File: config.mk
export PLATFORM = sky130hd
export DESIGN_NAME = window_gen_3x3
export DESIGN_NICKNAME = d
export VERILOG_FILES = /design/src/rtl/window_gen_3x3_pkg.sv /design/src/rtl/window_gen_3x3_line_buffer.sv /design/src/rtl/window_gen_3x3.sv
export SDC_FILE = /design/constraint.sdc
export NUM_CORES = 2
export LEC_CHECK = 0
export ABC_AREA = 1
export BUFFER_PORTS_ARGS = -buffer_cell sky130_fd_sc_hd__buf_2
export CORE_MARGIN = 1.5
export CORE_UTILIZATION = 60
export CTS_BUF_LIST = sky130_fd_sc_hd__clkbuf_4 sky130_fd_sc_hd__clkbuf_8
export DETAILED_ROUTE_END_ITERATION = 8
export GPL_TIMING_DRIVEN = 0
export PLACE_DENSITY_LB_ADDON = 0.12
export SLEW_MARGIN = 20
export SYNTH_ARGS = -nofsm -noshare
export SYNTH_HDL_FRONTEND = slang
export SYNTH_SLANG_ARGS = --single-unit
File: constraint.sdc
create_clock -name clk -period 49.3 [get_ports clk]
set_input_delay 4.93 -clock clk [delete_from_list [all_inputs] [get_ports clk]]
set_output_delay 4.93 -clock clk [all_outputs]
set_load 0.01 [all_outputs]
File: src/rtl/window_gen_3x3_pkg.sv
// Shared Q8.24 constants and the 3x3 tap layout used by the window generator and the neuron stage.
package window_gen_3x3_pkg;

  localparam int Q_WIDTH = 32;
  localparam int Q_FBITS = 24;
  localparam logic [Q_WIDTH-1:0] Q_ONE = 32'h0100_0000;

  // Taps are row-major: index 0 is a_1 (oldest row, oldest column), index 8 is a_9.
  localparam int TAP_DIM    = 3;
  localparam int N_TAPS     = TAP_DIM * TAP_DIM;
  localparam int TAP_CENTRE = 4;

  function automatic int tap_idx(input int r, input int c);
    return r * TAP_DIM + c;
  endfunction

endpackage

File: src/rtl/window_gen_3x3_line_buffer.sv
// One image line of storage: single-port circular RAM, combinational read of the old word,
// write of the new word on the same address when enabled.
module window_gen_3x3_line_buffer #(
  parameter int DEPTH = 8,
  parameter int WIDTH = 32,
  parameter int AW    = $clog2(DEPTH)
) (
  input  logic             clk,
  input  logic             en,
  input  logic [AW-1:0]    addr,
  input  logic [WIDTH-1:0] wdata,
  output logic [WIDTH-1:0] rdata
);

  logic [WIDTH-1:0] mem_q [DEPTH];

  assign rdata = mem_q[addr];

  // Contents are never emitted before being rewritten, so no reset is needed.
  always_ff @(posedge clk) begin
    if (en) mem_q[addr] <= wdata;
  end

endmodule

File: src/rtl/window_gen_3x3.sv
// Streaming 3x3 sliding-window generator with two internal line buffers and one output register stage.
// Define WINDOW_GEN_POS_EN to add win_row/win_col (centre-pixel coordinate of the emitted window).
module window_gen_3x3
  import window_gen_3x3_pkg::*;
#(
  parameter int WIDTH = Q_WIDTH,
  parameter int IMG_W = 8,
  parameter int IMG_H = 8,
  localparam int CW = $clog2(IMG_W),
  localparam int RW = $clog2(IMG_H)
) (
  input  logic                    clk,
  input  logic                    rst,
  input  logic signed [WIDTH-1:0] pix_in,
  input  logic                    in_valid,
  output logic                    in_ready,
  output logic signed [WIDTH-1:0] a_1,
  output logic signed [WIDTH-1:0] a_2,
  output logic signed [WIDTH-1:0] a_3,
  output logic signed [WIDTH-1:0] a_4,
  output logic signed [WIDTH-1:0] a_5,
  output logic signed [WIDTH-1:0] a_6,
  output logic signed [WIDTH-1:0] a_7,
  output logic signed [WIDTH-1:0] a_8,
  output logic signed [WIDTH-1:0] a_9,
  output logic                    out_valid,
  input  logic                    out_ready,
  output logic                    frame_done
`ifdef WINDOW_GEN_POS_EN
  ,
  output logic [RW-1:0]           win_row,
  output logic [CW-1:0]           win_col
`endif
);

  logic [CW-1:0]    col_q, col_d;
  logic [RW-1:0]    row_q, row_d;
  logic [WIDTH-1:0] win_q [N_TAPS];
  logic [WIDTH-1:0] win_d [N_TAPS];
  logic [WIDTH-1:0] tap_q [N_TAPS];
  logic [WIDTH-1:0] tap_d [N_TAPS];
  logic [WIDTH-1:0] new_col [TAP_DIM];
  logic             out_valid_q, out_valid_d;
  logic             frame_done_q, frame_done_d;
  logic [WIDTH-1:0] lb0_rd, lb1_rd;
  logic             accept, emit, col_last, row_last;
`ifdef WINDOW_GEN_POS_EN
  logic [RW-1:0]    win_row_q, win_row_d;
  logic [CW-1:0]    win_col_q, win_col_d;
`endif

  assign in_ready = !out_valid_q || out_ready;
  assign accept   = in_valid && in_ready;
  assign col_last = (col_q == CW'(IMG_W - 1));
  assign row_last = (row_q == RW'(IMG_H - 1));
  assign emit     = accept && (row_q >= RW'(2)) && (col_q >= CW'(2));

  // lb0 holds row r-1, lb1 holds row r-2; lb1 is fed lb0's old word as lb0 is overwritten.
  window_gen_3x3_line_buffer #(.DEPTH(IMG_W), .WIDTH(WIDTH), .AW(CW)) lb0 (
    .clk(clk), .en(accept), .addr(col_q), .wdata(pix_in), .rdata(lb0_rd)
  );
  window_gen_3x3_line_buffer #(.DEPTH(IMG_W), .WIDTH(WIDTH), .AW(CW)) lb1 (
    .clk(clk), .en(accept), .addr(col_q), .wdata(lb0_rd), .rdata(lb1_rd)
  );

  always_comb begin
    col_d        = col_q;
    row_d        = row_q;
    win_d        = win_q;
    tap_d        = tap_q;
    out_valid_d  = out_valid_q;
    frame_done_d = accept && col_last && row_last;
    new_col[0]   = lb1_rd;
    new_col[1]   = lb0_rd;
    new_col[2]   = pix_in;
`ifdef WINDOW_GEN_POS_EN
    win_row_d    = win_row_q;
    win_col_d    = win_col_q;
`endif
    if (accept) begin
      col_d = col_last ? '0 : col_q + CW'(1);
      if (col_last) row_d = row_last ? '0 : row_q + RW'(1);
      for (int r = 0; r < TAP_DIM; r++) begin
        for (int c = 0; c < TAP_DIM - 1; c++) win_d[tap_idx(r, c)] = win_q[tap_idx(r, c + 1)];
        win_d[tap_idx(r, TAP_DIM - 1)] = new_col[r];
      end
    end
    if (emit) begin
      tap_d       = win_d;
      out_valid_d = 1'b1;
`ifdef WINDOW_GEN_POS_EN
      win_row_d   = row_q - RW'(1);
      win_col_d   = col_q - CW'(1);
`endif
    end else if (out_ready) begin
      out_valid_d = 1'b0;
    end
  end

  always_ff @(posedge clk or posedge rst) begin
    if (rst) begin
      col_q        <= '0;
      row_q        <= '0;
      out_valid_q  <= 1'b0;
      frame_done_q <= 1'b0;
      for (int i = 0; i < N_TAPS; i++) begin
        win_q[i] <= '0;
        tap_q[i] <= '0;
      end
`ifdef WINDOW_GEN_POS_EN
      win_row_q    <= '0;
      win_col_q    <= '0;
`endif
    end else begin
      col_q        <= col_d;
      row_q        <= row_d;
      out_valid_q  <= out_valid_d;
      frame_done_q <= frame_done_d;
      win_q        <= win_d;
      tap_q        <= tap_d;
`ifdef WINDOW_GEN_POS_EN
      win_row_q    <= win_row_d;
      win_col_q    <= win_col_d;
`endif
    end
  end

  assign out_valid  = out_valid_q;
  assign frame_done = frame_done_q;
  assign a_1 = tap_q[tap_idx(0, 0)];
  assign a_2 = tap_q[tap_idx(0, 1)];
  assign a_3 = tap_q[tap_idx(0, 2)];
  assign a_4 = tap_q[tap_idx(1, 0)];
  assign a_5 = tap_q[TAP_CENTRE];
  assign a_6 = tap_q[tap_idx(1, 2)];
  assign a_7 = tap_q[tap_idx(2, 0)];
  assign a_8 = tap_q[tap_idx(2, 1)];
  assign a_9 = tap_q[tap_idx(2, 2)];
`ifdef WINDOW_GEN_POS_EN
  assign win_row = win_row_q;
  assign win_col = win_col_q;
`endif

endmodule

==> results.cfg <==
[logic_synthesis]
syn_area_mm2 = 0.0439
syn_area_per_cell_um2 = 9.69
synthTopCellsByCount = nand2_1 (2042), dfrtp_1 (584), inv_1 (569), edfxtp_1 (512), nand3_1 (287)
synth.area.mux_share = 0
yosysTopAreaCellShare = 0.350
syn_inst = 4534
yosys_warnings = 0
synth_compound_area_frac = 0.0217
syn_nets = 4576
synth_flop_cell = dfrtp_1
synth_xor_area_frac = 0
ys_seq_elements = 1096
yosys.area_share.simple = 0.222
synth_adder_area_share = 0.00171
yosysSeqAreaShare = 0.682
synth_edf_count = 512
yosysMostFrequentCell = nand2_1
yosysTopAreaCell = edfxtp_1
synth_top_family_by_area = simple AND/OR/NAND/NOR gates
yosysUniqueCellTypes = 23
async_flop_share = 0.533
synthTopCellsByArea = edfxtp_1 (35%), dfrtp_1 (33%), nand2_1 (17%)

[cells_and_area]
final_area_mm2 = 0.0511
areaGrowthSynthToFinish_pct = 16.4
fin_nets = 5104
layout-drive-gt1-share = 0.158
final_util = 0.703

[timing]
setup_violations = 0
drv_slew = 0
fin_skew_ns = 0.0293
slew_headroom = 0.279
setup_slack_ns = 39.09
worst_pin_slew_ns = 1.08
fin_crit_ns = 10.21
rsz0062_at_grt = false
period_share = 0.207
tns_ns = 0
clock.fmax_mhz = 97.9
finalHoldViolCount = 0

[die]
die_w_um = 274
core_mm2 = 0.0727
fp.dieH_um = 274
start_util = 0.604
die-area_mm2 = 0.0749
row_count = 99
top_level_ports = 327

[clock_tree]
path_clk_slew_ns = 0.06
postCtsSetupRepairBufs = 0
cts_tree = built
clk_latency_ns = 0.83
cts_root_buf = clkbuf_8
clockBufferDepth = 3
cts_buffers = 170
cts.sinks = 1096
post_cts_resized = 0
cts_hold_buf = 0
h-tree-depth = 4

[setup_path]
cp_num_buf_inv = 3
cp_max_fo = 3
crit_chain = buf_2, inv_1, nand2_1, buf_2
crit_path_end_kind = primary output
cpMostUsedCell = buf_2
worstPathArrival_ns = 5.28
critPathSlowestCell = buf_2
crit_required_ns = 44.37
crit_family = buffers and inverters
critPathMaxStageDelay_ns = 0.15
crit_type = input pin to primary output
start_kind = input pin

[flow_run]
cap_violations = 0

[global_route]
antenna_found_initial = 5
grt_start_max_net_pins = 104
grt_pass1_vias = 31100
grtUsageTotal = 0.326
grt-ovfl-total = 0
grt_pass1_wl_um = 180000

[route]
finalWirelength_um = 119000
drtIter0Drc = 3166
drtAntennaViolNets = 0
drc = 0
vias_per_cell = 5.19
drt_pass1_iterations = 6
wire_per_inst_um = 19.4
via_count = 32000

[hold_path]
hold_path_class = flip-flop to flip-flop

[placed_design]
port_buffers = 326
place_ws_ns = 39.08
dp_hpwl_um = 85700
dpl_cell_area_mm2 = 0.0476
gp_congestion = 0.888

[pwr]
p_leak_nw = 26.1
ir_drop_v = 0.0000388
p_per_area_mw_per_mm2 = 67.3

[status]
status = finished, final reports clean
==> power breakdown <==
part,internal [mW],switching [mW]
sequential,1.30,0.127
combinational,0.340,0.887
clock,0.428,0.356
total,2.07,1.37
==> metal layers <==
metal / share of wire / track usage / vias to the layer above / wire length (um)
li1: - / - / 15100 / -
met5: 0.00010 / 0 / - / 12
met2: 0.48 / 0.524 / 1340 / 57000
met4: 0.053 / 0.174 / 2 / 6340
met1: 0.39 / 0.419 / 15200 / 46900
met3: 0.078 / 0.0661 / 303 / 9290
==> flip-flops by register name, indices dropped and copies added (netlist names), 3 cells and up <==
register   count
a_3           32
a_9           32
a_6           32
col_q          3
a_1           32
a_7           32
a_8           32
a_5           32
lb0.mem_q    256
a_2           32
win_q        288
lb1.mem_q    256
a_4           32
row_q          3
==> worst min-delay path: stages, from the launching register on <==
cell and delay (ns):
dfrtp_1 0.33, nand2_1 0.05, nand2_1 0.05
==> path summary, 6_finish.rpt <==
kind	start	endpoint	slack [ns]	cells after the start
worst max-delay path	out_ready	in_ready	39.09	4
worst min-delay path	a_7[19]$_DFFE_PP0P_	a_7[19]$_DFFE_PP0P_	0.47	2
worst max register to register	out_valid$_DFFE_PP0P_	lb0.mem_q[1][5]$_DFFE_PP_	45.80	8
worst min register to register	a_7[19]$_DFFE_PP0P_	a_7[19]$_DFFE_PP0P_	0.47	2
max in group asynchronous	rst	a_9[16]$_DFFE_PP0P_	43.72	4
min in group asynchronous	rst	a_4[22]$_DFFE_PP0P_	4.13	2
==> area by class of cell <==
class | count | area [um^2]
well taps | 959 | 1200
flip-flops and latches | 1096 | 30000
repair buffers | 356 | 2370
diodes | 2 | 5.00
multi-input cells | 2649 | 10800
clock inverters | 51 | 390
plain buffers | 214 | 1020
clock buffers | 259 | 3160
fillers | 5431 | 21600
inverters | 575 | 2170
==> per-stage QoR <==
step                hold WS, ns  std cells  power, mW
detailed placement        0.459       5849       2.65
finish                    0.471       6161       3.44
global route              0.492       6161       3.63
floorplan                 0.445       4534       2.11
global placement          0.458       5819       2.61
CTS                       0.476       6159       3.44
==> cell usage in the layout, fill, tap and decap left out, types with 7 or more instances in the layout <==
cell type and instances:
buf_2 470, nand3_1 287, dfrtp_1 584, a21oi_1 7
buf_16 19, buf_1 13, clkinv_2 10, clkbuf_8 194
edfxtp_1 512, a21boi_0 20, o21ai_0 80, and2_1 7
inv_1 568, a21boi_1 37, clkinv_1 24, nand2_1 2042
buf_12 11, nor3_1 13, nor2_1 122, buf_4 10
o211ai_1 11, clkbuf_4 65, nor2_4 8, clkbuf_1 47
==> cells by family after synthesis <==
| logic type | after synthesis |
|---|---|
| adder cells (fa/ha/maj) | 6 |
| buffers and inverters | 789 |
| flip-flops | 1096 |
| AO/OA/AOI/OAI | 156 |
| AND/OR/NAND/NOR | 2487 |
Note: power is estimated with default switching activity, not from simulation.
